==> src/rtl/switch_debouncer_pkg.sv <==
// Shared types and default constants for the switch conditioning path.
// The decoder and the board top level reuse the same defaults.
package switch_pkg;

  typedef enum logic {
    SETTLE = 1'b0,
    TRACK  = 1'b1
  } state_t;

  localparam int unsigned SW_WIDTH           = 2;
  localparam int unsigned DEB_CNT_W          = 16;
  localparam int unsigned DEB_CYCLES_DEFAULT = 50000;

endpackage

==> src/rtl/switch_debouncer_if.sv <==
// Switch conditioning bundle: raw levels in, debounced code, strobe, valid and FSM state out.
// changed is a single-cycle strobe in the cycle a new switch_clean is visible.
// valid is a level that stays high from initial capture until reset.
// Neither signal has a ready, so the consumer must sample every cycle.
interface switch_debouncer_if
  import switch_pkg::*;
#(
  parameter int unsigned WIDTH = SW_WIDTH
);

  logic [WIDTH-1:0] switch_raw;
  logic [WIDTH-1:0] switch_clean;
  logic             changed;
  logic             valid;
  state_t           state_dbg;

  modport master (
    output switch_raw,
    input  switch_clean,
    input  changed,
    input  valid,
    input  state_dbg
  );

  modport slave (
    input  switch_raw,
    output switch_clean,
    output changed,
    output valid,
    output state_dbg
  );

endinterface

==> src/rtl/switch_debouncer_debounce_bit.sv <==
// One switch bit: two-flop synchroniser, stability counter and clean flop.
// The bit flips after DEBOUNCE_CYCLES consecutive mismatching synchronised cycles.
module debounce_bit #(
  parameter int unsigned CNT_W           = 16,
  parameter int unsigned DEBOUNCE_CYCLES = 50000
) (
  input  logic clk,
  input  logic rst_n,
  input  logic raw,
  output logic clean,
  output logic updated,
  output logic match
);

  localparam logic [CNT_W-1:0] CNT_LAST = CNT_W'(DEBOUNCE_CYCLES - 1);

  logic             sync1_q, sync1_d;
  logic             sync2_q, sync2_d;
  logic [CNT_W-1:0] cnt_q, cnt_d;
  logic             clean_q, clean_d;
  logic             updated_q, updated_d;
  logic             match_now;

  always_comb begin
    sync1_d   = raw;
    sync2_d   = sync1_q;
    cnt_d     = '0;
    clean_d   = clean_q;
    updated_d = 1'b0;
    match_now = (sync2_q == clean_q);
    // The counter is cleared on every accept, so it can never pass CNT_LAST.
    if (!match_now) begin
      if (cnt_q == CNT_LAST) begin
        clean_d   = sync2_q;
        updated_d = 1'b1;
      end else begin
        cnt_d = cnt_q + 1'b1;
      end
    end
  end

  always_ff @(posedge clk) begin
    if (!rst_n) begin
      sync1_q   <= 1'b0;
      sync2_q   <= 1'b0;
      cnt_q     <= '0;
      clean_q   <= 1'b0;
      updated_q <= 1'b0;
    end else begin
      sync1_q   <= sync1_d;
      sync2_q   <= sync2_d;
      cnt_q     <= cnt_d;
      clean_q   <= clean_d;
      updated_q <= updated_d;
    end
  end

  assign clean   = clean_q;
  assign updated = updated_q;
  assign match   = match_now;

endmodule

==> src/rtl/switch_debouncer.sv <==
// Debounces WIDTH raw switches and flags when the initial switch state is captured.
// Change strobes are reported only after that capture completes.
module switch_debouncer
  import switch_pkg::*;
#(
  parameter int unsigned WIDTH           = SW_WIDTH,
  parameter int unsigned CNT_W           = DEB_CNT_W,
  parameter int unsigned DEBOUNCE_CYCLES = DEB_CYCLES_DEFAULT
) (
  input  logic                  clk,
  input  logic                  rst_n,
  switch_debouncer_if.slave     sw
);

  localparam logic [CNT_W-1:0] SETTLE_LAST = CNT_W'(DEBOUNCE_CYCLES - 1);

  logic [WIDTH-1:0] clean_vec;
  logic [WIDTH-1:0] updated_vec;
  logic [WIDTH-1:0] match_vec;

  state_t           state_q, state_d;
  logic [CNT_W-1:0] settle_q, settle_d;

  for (genvar i = 0; i < WIDTH; i++) begin : g_bit
    debounce_bit #(
      .CNT_W           (CNT_W),
      .DEBOUNCE_CYCLES (DEBOUNCE_CYCLES)
    ) u_bit (
      .clk     (clk),
      .rst_n   (rst_n),
      .raw     (sw.switch_raw[i]),
      .clean   (clean_vec[i]),
      .updated (updated_vec[i]),
      .match   (match_vec[i])
    );
  end

  // Capture completes once every bit has agreed with its clean value for a full window.
  always_comb begin
    state_d  = state_q;
    settle_d = '0;
    case (state_q)
      SETTLE: begin
        if (&match_vec) begin
          if (settle_q == SETTLE_LAST) begin
            state_d = TRACK;
          end else begin
            settle_d = settle_q + 1'b1;
          end
        end
      end
      TRACK: begin
        state_d = TRACK;
      end
      default: begin
        state_d = SETTLE;
      end
    endcase
  end

  always_ff @(posedge clk) begin
    if (!rst_n) begin
      state_q  <= SETTLE;
      settle_q <= '0;
    end else begin
      state_q  <= state_d;
      settle_q <= settle_d;
    end
  end

  assign sw.switch_clean = clean_vec;
  assign sw.changed      = (state_q == TRACK) && (|updated_vec);
  assign sw.valid        = (state_q == TRACK);
  assign sw.state_dbg    = state_q;

endmodule
==> src/flat_wrapper.sv <==
// flat-port wrapper written by rule: the top's interface ports become plain ports
module switch_debouncer_flat import switch_pkg::*;
#(
  parameter int unsigned WIDTH           = SW_WIDTH,
  parameter int unsigned CNT_W           = DEB_CNT_W,
  parameter int unsigned DEBOUNCE_CYCLES = DEB_CYCLES_DEFAULT
)
  (clk, rst_n, sw_switch_raw, sw_switch_clean, sw_changed, sw_valid, sw_state_dbg);
  switch_debouncer_if #(.WIDTH(WIDTH)) sw_i ();
  input  logic clk;
  input  logic rst_n;
  input wire logic [$bits(sw_i.switch_raw)-1:0] sw_switch_raw;
  output wire logic [$bits(sw_i.switch_clean)-1:0] sw_switch_clean;
  output wire logic [$bits(sw_i.changed)-1:0] sw_changed;
  output wire logic [$bits(sw_i.valid)-1:0] sw_valid;
  output wire logic [$bits(sw_i.state_dbg)-1:0] sw_state_dbg;
  assign sw_i.switch_raw = sw_switch_raw;
  assign sw_switch_clean = sw_i.switch_clean;
  assign sw_changed = sw_i.changed;
  assign sw_valid = sw_i.valid;
  assign sw_state_dbg = sw_i.state_dbg;
  switch_debouncer #(.WIDTH(WIDTH), .CNT_W(CNT_W), .DEBOUNCE_CYCLES(DEBOUNCE_CYCLES)) u_core (.clk(clk), .rst_n(rst_n), .sw(sw_i));
endmodule
==> config.mk <==
export PLATFORM = sky130hd
export DESIGN_NAME = switch_debouncer_flat
export DESIGN_NICKNAME = d
export VERILOG_FILES = /design/src/rtl/switch_debouncer_pkg.sv /design/src/rtl/switch_debouncer_if.sv /design/src/rtl/switch_debouncer_debounce_bit.sv /design/src/rtl/switch_debouncer.sv /design/src/flat_wrapper.sv
export SDC_FILE = /design/constraint.sdc
export NUM_CORES = 1
export LEC_CHECK = 0
export BUFFER_PORTS_ARGS = -buffer_cell sky130_fd_sc_hd__buf_2
export CORE_UTILIZATION = 60
export CTS_CLUSTER_DIAMETER = 100
export DETAILED_ROUTE_END_ITERATION = 7
export GPL_TIMING_DRIVEN = 0
export PLACE_DENSITY = 0.77
export SYNTH_ARGS = -nofsm -noshare
export SYNTH_HDL_FRONTEND = slang
export SYNTH_SLANG_ARGS = --single-unit
==> constraint.sdc <==
create_clock -name clk -period 2.1 [get_ports clk]
set_input_delay 0.42 -clock clk [delete_from_list [all_inputs] [get_ports clk]]
set_output_delay 0.42 -clock clk [all_outputs]
set_load 0.1 [all_outputs]
==> flow_metrics.py, run 1 <==
metrics = {
    "setup_path": {
        "r2r-start": "u_core.settle_q[0]",
        "r2r-end": "u_core.settle_q[14]",
        "crit_type": "flop to flop",
        "critical_path.cell_chain": "ha_1 -> nand3_1 -> o31ai_2 -> buf_4 -> nor2_1",
        "startpoint_type": "flop",
        "cp-startpoint": "u_core.settle_q[0]",
        "timing.reg2reg.setup_slack_ns": 0.12,
        "cp.arrival_ns": 2.20,
        "critPathTopFamily": "compound AO/OA/AOI/OAI gates",
        "path_buf_inv": 1,
        "cp.depth": 5,
        "endpoint_kind": "flop",
        "r2r_cells": 5,
        "cp_data_required_time_ns": 2.32,
        "crit_path_top_delay_cell": "o31ai_2",
        "slowest_delay_ns": 0.65,
        "crit_end": "u_core.settle_q[14]",
        "crit_path_max_fanout": 10,
    },
    "logic_synthesis": {
        "ys_types": 31,
        "yosys-top-cells-area": "dfxtp_1 (46%), xor2_1 (8.1%), nor2_1 (7.7%)",
        "synth_edf_count": 0,
        "synth_top_area_share_pct": 46.1,
        "seq_area_frac_synth_pct": 46.1,
        "async_reset_ff_share_pct": 0,
        "synth_most_common_cell": "dfxtp_1",
        "synthFlopType": "dfxtp_1",
        "syn_area_um2": 2480,
        "ys_warn_count": 0,
        "yosys-top-cells-count": "dfxtp_1 (57), nor2_1 (51), xor2_1 (23)",
        "syn_avg_cell_area_um2": 9.07,
        "synth_cells": 273,
        "synth_top_area_cell": "dfxtp_1",
        "syn_nets": 280,
        "synth_seq_cells": 57,
    },
    "timing": {
        "rsz0062_at_grt": "false",
        "fin_crit_ns": 1.98,
        "slew_headroom_pct": 58.5,
        "fin_skew_ns": 0.00423,
        "timing_hold_violations_final": 0,
        "slew_violations": 0,
        "fmax_ghz": 0.505,
        "setup_viol": 0,
        "period_share_pct": 94.3,
        "tightestPinTransition_ns": 0.618,
        "setup_slack_ns": 0.120,
    },
    "die": {
        "core_um2": 3800,
        "die_w_um": 66.3,
        "initial_core_util_pct": 65.2,
        "die_area_um2": 4390,
        "std_cell_rows": 22,
        "ios": 9,
        "die_h_um": 66.3,
    },
    "placement": {
        "portBuffers": 8,
        "globalplace.congestion": 0.814,
        "placed_area_um2": 2580,
        "pre_cts_ws_ns": -0.132,
        "place.detailed.hpwl_um": 2930,
    },
    "power": {
        "p_int_mw": 1.71,
        "combPwrFrac_pct": 1.9,
        "seq_power_share_pct": 50.3,
        "swShare_pct": 21.4,
        "power_leakage_nw": 0.975,
        "p_sw_mw": 0.466,
        "clockPowerShare_pct": 47.9,
        "peakVddDrop_v": 0.000652,
        "p_per_area_nw_per_um2": 783,
    },
    "layout": {
        "areaGrowthSynthToFinish_pct": 12.4,
        "drive_above_1_share_pct": 11.8,
        "nFillCells": 291,
        "fin_area_um2": 2790,
        "layout.nets": 298,
        "n_antenna_cell": 0,
    },
    "grt": {
        "grt_use_total_pct": 23.9,
        "grt_overflow_total": 0,
        "grt_pass1_vias": 1772,
        "grt_pass1_wl_um": 7730,
        "grt_start_max_net_pins": 11,
        "antenna_found_initial": 0,
    },
    "clock_network": {
        "clk_pin_slew_ns": 0.07,
        "numCtsBuffers": 9,
        "clockBufferDepth": 2,
        "cts.sinks": 57,
        "clkLatencyLatePin_ns": 0.33,
        "postCtsSetupBuffers": 0,
        "cts_root_buf": "clkbuf_8",
        "cts_max_level": 3,
        "tritoncts": "yes",
        "hold_buffers": 0,
    },
    "routing": {
        "drt_iter0_markers": 125,
        "drc": 0,
        "avgViaCountPerCell": 5.40,
        "vias": 1856,
        "drtAntennaViolNets": 0,
        "wire_per_inst_um": 12.8,
        "routed_wl_um": 4390,
        "drt-pass1-iter-count": 4,
    },
    "run_status": {
        "status": "completed",
    },
    "min_path": {
        "hold_class": "input port to flop",
    },
    "flow_run": {
        "maxCapViolCount": 0,
    },
}
[flip-flops by register name (all words and copies together) (netlist names)]
name	cells
u_core.g_bit.u_bit.cnt_q	32
u_core.g_bit.u_bit.updated	2
u_core.g_bit.u_bit.sync1_q	2
u_core.g_bit.u_bit.clean	2
u_core.g_bit.u_bit.sync2_q	2
u_core.sw.state_dbg	1
u_core.settle_q	16
[stage by stage]
stage	setup TNS, ns	power [mW]	std cells	util [%]	hold slack, ns
2_1_floorplan	0	1.15	273	-	0.412
6_report	0	2.18	344	73.3	0.293
4_1_cts	0	2.20	345	73.4	0.280
3_3_place_gp	-1.54	1.16	329	67.9	0.415
3_5_place_dp	-1.16	1.16	329	67.9	0.425
5_1_grt	0	2.27	344	73.3	0.282
[power by group through the flow]
stage	combinational (mW)	clock, mW	sequential, mW
after floorplan	0.0292	0	1.12
after global placement	0.0395	0	1.12
after detailed placement	0.0401	0	1.12
after CTS	0.0411	1.06	1.10
after global routing	0.0452	1.13	1.10
final	0.0404	1.04	1.10
[cell usage in the layout (no fill, tap or decap), types with 3 or more instances in the layout]
| cell | netlist | routed |
|---|---|---|
| a21oi_1 | 3 | 3 |
| clkbuf_1 | 6 | 5 |
| clkbuf_8 | 0 | 11 |
| nor2_1 | 51 | 51 |
| clkinv_2 | 0 | 3 |
| nor3_1 | 6 | 6 |
| dfxtp_1 | 57 | 57 |
| buf_4 | 4 | 4 |
| and4_1 | 5 | 5 |
| or4_1 | 4 | 4 |
| o31ai_1 | 4 | 3 |
| inv_1 | 4 | 4 |
| xnor2_1 | 18 | 18 |
| nand4_1 | 15 | 15 |
| nand3_1 | 18 | 18 |
| nor4_1 | 6 | 6 |
| and3_1 | 7 | 7 |
| nand2_1 | 15 | 15 |
| ha_1 | 3 | 3 |
| and2_1 | 7 | 7 |
| xor2_1 | 23 | 23 |
| buf_2 | 0 | 8 |
| nor2b_1 | 3 | 3 |
[kinds of logic (layout without fill, tap and decap cells)]
group	Yosys count	count (layout)	synth area share (%)
buffers and inverters	16	39	3.79
AOI/OAI and AO/OA	9	9	2.42
adders and majority gates	3	3	1.52
xor gates and xnor gates	41	41	14.5
and+or+nand+nor	145	145	30.9
muxes	2	2	0.808
DFF	57	57	46.1
[metal layers]
| metal | track usage, % | wire length, um |
|---|---|---|
| met1 | 30.7 | 2290 |
| met2 | 34.7 | 1880 |
| met3 | 8.28 | 120 |
| met4 | 12.8 | 102 |
| met5 | 0 | 0 |
[how the worst min path moves through the flow]
stage	startpoint	end	slack (ns)	depth (start not counted)
after CTS	sw_switch_raw[0]	u_core.g_bit[0].u_bit.sync1_q	0.28	2
final	sw_switch_raw[0]	u_core.g_bit[0].u_bit.sync1_q	0.29	2
after global routing	sw_switch_raw[1]	u_core.g_bit[1].u_bit.sync1_q	0.28	2
after floorplan	u_core.g_bit[0].u_bit.sync1_q	u_core.g_bit[0].u_bit.sync2_q	0.41	1
after detailed placement	u_core.g_bit[0].u_bit.sync1_q	u_core.g_bit[0].u_bit.sync2_q	0.42	1
after global placement	u_core.g_bit[0].u_bit.sync1_q	u_core.g_bit[0].u_bit.sync2_q	0.42	1
[cell type report]
cell class | count | area (um^2) | area share, %
clock buffer | 11 | 151 | 5.44
clock inverter | 5 | 53.8 | 1.93
sequential | 57 | 1140 | 41.0
multi-input combinational | 200 | 1250 | 44.8
inverter | 4 | 15.0 | 0.539
tap | 48 | 60.1 | 2.16
timing repair buffer | 8 | 40.0 | 1.44
buffer | 11 | 75.1 | 2.70
[timing repair]
item                                    4_1_cts  5_1_grt
pin swaps                                     0        0
endpoints found under the setup margin       10       10
gates resized for setup                       1        0
Power figures use the tool's default switching activity.
==> inputs of run 2 (changes only) <==
--- a/config.mk
+++ b/config.mk
@@ -9,7 +9,6 @@
 export CORE_UTILIZATION = 60
 export CTS_CLUSTER_DIAMETER = 100
 export DETAILED_ROUTE_END_ITERATION = 7
-export GPL_TIMING_DRIVEN = 0
 export PLACE_DENSITY = 0.77
 export SYNTH_ARGS = -nofsm -noshare
 export SYNTH_HDL_FRONTEND = slang
==> flow_metrics.py, run 2 (synthesis results as in run 1) <==
metrics = {
    "clock_network": {
        "cts.sinks": 57,
        "clockBufferDepth": 2,
        "cts_root_buf": "clkbuf_8",
        "clkLatencyLatePin_ns": 0.33,
        "hold_buffers": 0,
        "postCtsSetupBuffers": 0,
        "cts.repair.resized": 0,
        "cts_max_level": 3,
        "numCtsBuffers": 9,
        "clk_pin_slew_ns": 0.06,
        "tritoncts": "yes",
    },
    "placement": {
        "globalplace.congestion": 0.754,
        "placed_cells": 323,
        "place.detailed.hpwl_um": 2830,
        "portBuffers": 8,
    },
    "routing": {
        "drt-pass1-iter-count": 4,
        "drc": 0,
        "drtAntennaViolNets": 0,
        "drt_iter0_markers": 63,
        "wire_per_inst_um": 12.4,
        "avgViaCountPerCell": 5.37,
        "vias": 1819,
        "routed_wl_um": 4190,
    },
    "power": {
        "p_per_area_nw_per_um2": 800,
        "power_leakage_nw": 0.957,
        "peakVddDrop_v": 0.000661,
    },
    "layout": {
        "n_antenna_cell": 0,
        "drive_above_1_share_pct": 11.3,
        "areaGrowthSynthToFinish_pct": 11.2,
        "top_register": "u_core.g_bit.u_bit.cnt_q",
        "final_common_cell": "dfxtp_1",
        "final_cell_mix": "dfxtp_1 (57), nor2_1 (51), xor2_1 (23)",
        "reg_top3": "u_core.g_bit.u_bit.cnt_q (32), u_core.settle_q (16)",
        "final_cells": 339,
        "largest_reg_flops": 32,
        "layout.nets": 293,
    },
    "grt": {
        "grt_start_max_net_pins": 17,
        "antenna_found_initial": 0,
        "grt_pass1_vias": 1712,
        "grt_overflow_total": 0,
        "grt_pass1_wl_um": 7240,
        "grt_use_total_pct": 22.4,
    },
    "die": {
        "std_cell_rows": 22,
        "ios": 9,
        "core_um2": 3800,
        "die_area_um2": 4390,
        "die_w_um": 66.3,
        "initial_core_util_pct": 65.2,
        "die_h_um": 66.3,
    },
    "setup_path": {
        "cp.arrival_ns": 1.95,
        "endpoint_kind": "flop",
        "r2r-start": "u_core.g_bit[1].u_bit.cnt_q[5]",
        "cp-startpoint": "u_core.g_bit[1].u_bit.cnt_q[5]",
        "timing.reg2reg.setup_slack_ns": 0.36,
        "crit_end": "u_core.g_bit[1].u_bit.cnt_q[15]",
        "startpoint_type": "flop",
        "cp_data_required_time_ns": 2.31,
        "r2r_cells": 5,
        "crit_type": "flop to flop",
        "r2r-end": "u_core.g_bit[1].u_bit.cnt_q[15]",
        "crit_path_max_fanout": 8,
    },
    "timing": {
        "fmax_ghz": 0.575,
        "slew_headroom_pct": 67.0,
        "period_share_pct": 82.8,
        "fin_skew_ns": 0.00755,
        "setup_viol": 0,
        "slew_violations": 0,
        "fin_crit_ns": 1.74,
        "timing_hold_violations_final": 0,
        "setup_tns_ns": 0,
        "rsz0062_at_grt": "false",
        "tightestPinTransition_ns": 0.498,
    },
    "min_path": {
        "hold_class": "input port to flop",
    },
    "run_status": {
        "status": "completed",
    },
    "flow_run": {
        "maxCapViolCount": 0,
    },
}
-- run 2: cell count changes in the layout (fill, tap and decap cells not counted), sizes merged --
cell,delta
clkinv,-1
clkinvlp,+1
clkbuf,-6
bufinv,+1
-- run 2: final cells by class --
| cell class | instances | area, um^2 |
|---|---|---|
| Multi-Input combinational cell | 200 | 1240 |
| Inverter | 4 | 15.0 |
| Fill cell | 306 | 1040 |
| Clock inverter | 6 | 82.6 |
| Timing Repair Buffer | 14 | 85.1 |
| Clock buffer | 10 | 128 |
| Tap cell | 48 | 60.1 |
| Sequential cell | 57 | 1140 |
-- run 2: worst min path at each step --
| stage | slack, ns | cells past startpoint | end | startpoint |
|---|---|---|---|---|
| 2_1_floorplan | 0.41 | 1 | u_core.g_bit[0].u_bit.sync2_q | u_core.g_bit[0].u_bit.sync1_q |
| 3_3_place_gp | 0.42 | 1 | u_core.g_bit[0].u_bit.sync2_q | u_core.g_bit[0].u_bit.sync1_q |
| 3_5_place_dp | 0.43 | 1 | u_core.g_bit[0].u_bit.sync2_q | u_core.g_bit[0].u_bit.sync1_q |
| 4_1_cts | 0.28 | 2 | u_core.g_bit[1].u_bit.sync1_q | sw_switch_raw[1] |
| 5_1_grt | 0.29 | 2 | u_core.g_bit[0].u_bit.sync1_q | sw_switch_raw[0] |
| 6_report | 0.30 | 2 | u_core.g_bit[1].u_bit.sync1_q | sw_switch_raw[1] |
-- run 2: worst max-delay path, stage by stage, from the launching register on --
cell,delay (ns)
dfxtp_1,0.36
or4b_4,0.56
nor4_4,0.34
or2_1,0.16
buf_4,0.15
a21oi_1,0.05
-- run 2: metal layers --
layer / GRT usage (%) / wire length [um] / vias to the layer above
met5: 0 / 0 / -
met4: 9.57 / 29 / 0
met3: 8.28 / 134 / 4
met2: 36.1 / 1940 / 19
met1: 26.4 / 2090 / 833
li1: - / - / 963
-- run 2: metrics by stage --
| step | utilization (%) | cell area (um^2) | total power [mW] | hold WS (ns) | worst slack (ns) |
|---|---|---|---|---|---|
| after floorplan | - | 2480 | 1.15 | 0.412 | 0.0897 |
| after global placement | 67.0 | 2540 | 1.16 | 0.416 | 0.408 |
| after detailed placement | 67.0 | 2540 | 1.16 | 0.427 | 0.372 |
| after CTS | 72.5 | 2760 | 2.23 | 0.280 | 0.350 |
| after global routing | 72.5 | 2760 | 2.30 | 0.292 | 0.240 |
| final | 72.5 | 2760 | 2.21 | 0.297 | 0.361 |
-- run 2: where the power goes --
group          switching, mW  internal, mW
logic                 0.0220        0.0153
clock network          0.410         0.661
registers            0.00630          1.09
==> inputs of run 3 (changes only) <==
--- a/config.mk
+++ b/config.mk
@@ -6,10 +6,10 @@
 export NUM_CORES = 1
 export LEC_CHECK = 0
 export BUFFER_PORTS_ARGS = -buffer_cell sky130_fd_sc_hd__buf_2
-export CORE_UTILIZATION = 60
+export CORE_UTILIZATION = 54
 export CTS_CLUSTER_DIAMETER = 100
 export DETAILED_ROUTE_END_ITERATION = 7
-export PLACE_DENSITY = 0.77
+export PLACE_DENSITY = 0.73
 export SYNTH_ARGS = -nofsm -noshare
 export SYNTH_HDL_FRONTEND = slang
 export SYNTH_SLANG_ARGS = --single-unit
==> constraint.sdc (replaced) <==
create_clock -name clk -period 1.55 [get_ports clk]
set_input_delay 0.31 -clock clk [delete_from_list [all_inputs] [get_ports clk]]
set_output_delay 0.31 -clock clk [all_outputs]
set_load 0.1 [all_outputs]
==> flow_metrics.py, run 3 (synthesis results as in run 1) <==
metrics = {
    "layout": {
        "largest_reg_flops": 32,
        "nFillCells": 335,
        "fin_area_um2": 3020,
        "areaGrowthSynthToFinish_pct": 21.9,
        "layout.nets": 316,
        "top_register": "u_core.g_bit.u_bit.cnt_q",
        "n_antenna_cell": 0,
        "final_cells": 366,
        "reg_top3": "u_core.g_bit.u_bit.cnt_q (32), u_core.settle_q (16)",
        "final_util_pct": 68.9,
        "drive_above_1_share_pct": 22.0,
        "final_cell_mix": "dfxtp_1 (55), nor2_1 (51), buf_4 (27)",
        "final_common_cell": "dfxtp_1",
    },
    "setup_path": {
        "crit_path_max_fanout": 2,
        "cp_data_required_time_ns": 1.77,
        "slowest_delay_ns": 0.54,
        "crit_type": "flop to flop",
        "r2r-end": "u_core.g_bit[1].u_bit.clean",
        "critical_path.cell_chain": "or4_4 -> nor4_4 -> buf_4 -> mux2i_1 -> nor2b_1",
        "timing.reg2reg.setup_slack_ns": -0.09,
        "crit_end": "u_core.g_bit[1].u_bit.clean",
        "r2r_cells": 5,
        "cp-startpoint": "u_core.g_bit[1].u_bit.cnt_q[11]",
        "crit_path_top_delay_cell": "or4_4",
        "cp.arrival_ns": 1.86,
        "endpoint_kind": "flop",
        "r2r-start": "u_core.g_bit[1].u_bit.cnt_q[11]",
        "startpoint_type": "flop",
    },
    "die": {
        "die_area_um2": 4860,
        "die_w_um": 69.7,
        "die_h_um": 69.7,
        "initial_core_util_pct": 56.5,
        "std_cell_rows": 24,
        "ios": 9,
        "core_um2": 4380,
    },
    "timing": {
        "fmax_ghz": 0.609,
        "setup_slack_ns": -0.0911,
        "rsz0062_at_grt": "true",
        "slew_violations": 0,
        "fin_crit_ns": 1.64,
        "timing_hold_violations_final": 0,
        "setup_viol": 16,
        "fin_skew_ns": 0.00662,
        "slew_headroom_pct": 67.4,
        "period_share_pct": 106,
        "tightestPinTransition_ns": 0.492,
    },
    "grt": {
        "grt_start_max_net_pins": 16,
        "antenna_found_initial": 0,
        "grt_use_total_pct": 21.9,
        "grt_pass1_wl_um": 8330,
        "grt_overflow_total": 0,
        "grt_pass1_vias": 1946,
    },
    "routing": {
        "avgViaCountPerCell": 5.42,
        "routed_wl_um": 4730,
        "drt_iter0_markers": 103,
        "drc": 0,
        "drt-pass1-iter-count": 5,
        "drtAntennaViolNets": 0,
        "wire_per_inst_um": 12.9,
        "vias": 1985,
    },
    "clock_network": {
        "clockBufferDepth": 2,
        "tritoncts": "yes",
        "cts.sinks": 57,
        "clk_pin_slew_ns": 0.06,
        "cts_max_level": 3,
        "cts_root_buf": "clkbuf_8",
        "numCtsBuffers": 9,
        "clkLatencyLatePin_ns": 0.33,
    },
    "min_path": {
        "whs_path_depth": 2,
        "hold_class": "input port to flop",
    },
    "run_status": {
        "status": "finished, violations left",
        "violations": "setup timing",
    },
    "power": {
        "power_leakage_nw": 1.10,
        "p_per_area_nw_per_um2": 948,
        "peakVddDrop_v": 0.000697,
        "power_mw": 2.86,
    },
    "placement": {
        "portBuffers": 8,
        "placed_cells": 349,
        "globalplace.congestion": 0.812,
        "place.detailed.hpwl_um": 3190,
        "placed_area_um2": 2750,
    },
    "flow_run": {
        "maxCapViolCount": 0,
    },
}
[run 3: worst min path at each step]
stage | slack, ns | start | end
4_1_cts | 0.17 | sw_switch_raw[0] | u_core.g_bit[0].u_bit.sync1_q
2_1_floorplan | 0.41 | u_core.g_bit[0].u_bit.sync1_q | u_core.g_bit[0].u_bit.sync2_q
6_report | 0.18 | sw_switch_raw[0] | u_core.g_bit[0].u_bit.sync1_q
5_1_grt | 0.17 | sw_switch_raw[0] | u_core.g_bit[0].u_bit.sync1_q
3_3_place_gp | 0.42 | u_core.g_bit[1].u_bit.sync1_q | u_core.g_bit[1].u_bit.sync2_q
3_5_place_dp | 0.42 | u_core.g_bit[1].u_bit.sync1_q | u_core.g_bit[1].u_bit.sync2_q
[run 3: cell type report]
cell class,count,area [um^2],share of cell area (%)
multi-input combinational,200,1320,43.8
sequential,57,1140,37.9
timing repair buffer,37,280,9.28
clock buffer,14,183,6.05
tap,52,65.1,2.15
inverter,4,15.0,0.497
clock inverter,2,10.0,0.332
[run 3: power breakdown]
part           internal (mW)  switching (mW)
clock network          0.750           0.559
logic                 0.0342          0.0350
registers               1.48         0.00708
total                   2.26           0.601
[run 3: metrics by stage]
| step | TNS (ns) | setup WS [ns] | hold slack, ns |
|---|---|---|---|
| 6_report | -0.729 | -0.0911 | 0.184 |
| 2_1_floorplan | -0.656 | -0.0664 | 0.412 |
| 4_1_cts | -0.420 | -0.0391 | 0.172 |
| 3_3_place_gp | -0.00200 | -0.00200 | 0.417 |
| 3_5_place_dp | -0.179 | -0.0556 | 0.419 |
| 5_1_grt | -1.92 | -0.191 | 0.174 |
[run 3: worst max-delay path, delay by kind of cell, from the launching register on]
family | cells | cell delay [ns]
flip-flops | 1 | 0.31
multiplexers | 1 | 0.20
buffers and inverters | 1 | 0.16
AND/OR/NAND/NOR | 3 | 0.86
[run 3: repair_timing]
action | CTS | global route
pin swaps | 2 | 2
gates resized for setup | 7 | 6
setup endpoints to repair | 19 | 47
hold buffers | 0 | 0
setup buffers | 0 | 1
cloned | 0 | 0
[run 3: layer usage]
layer | global-route usage (%) | up-vias | part of all wire, %
met5 | 0 | - | 0
met3 | 5.81 | 13 | 3.3
met1 | 27.4 | 938 | 48
li1 | - | 1010 | -
met2 | 33.2 | 24 | 46
met4 | 14.2 | 0 | 2.3
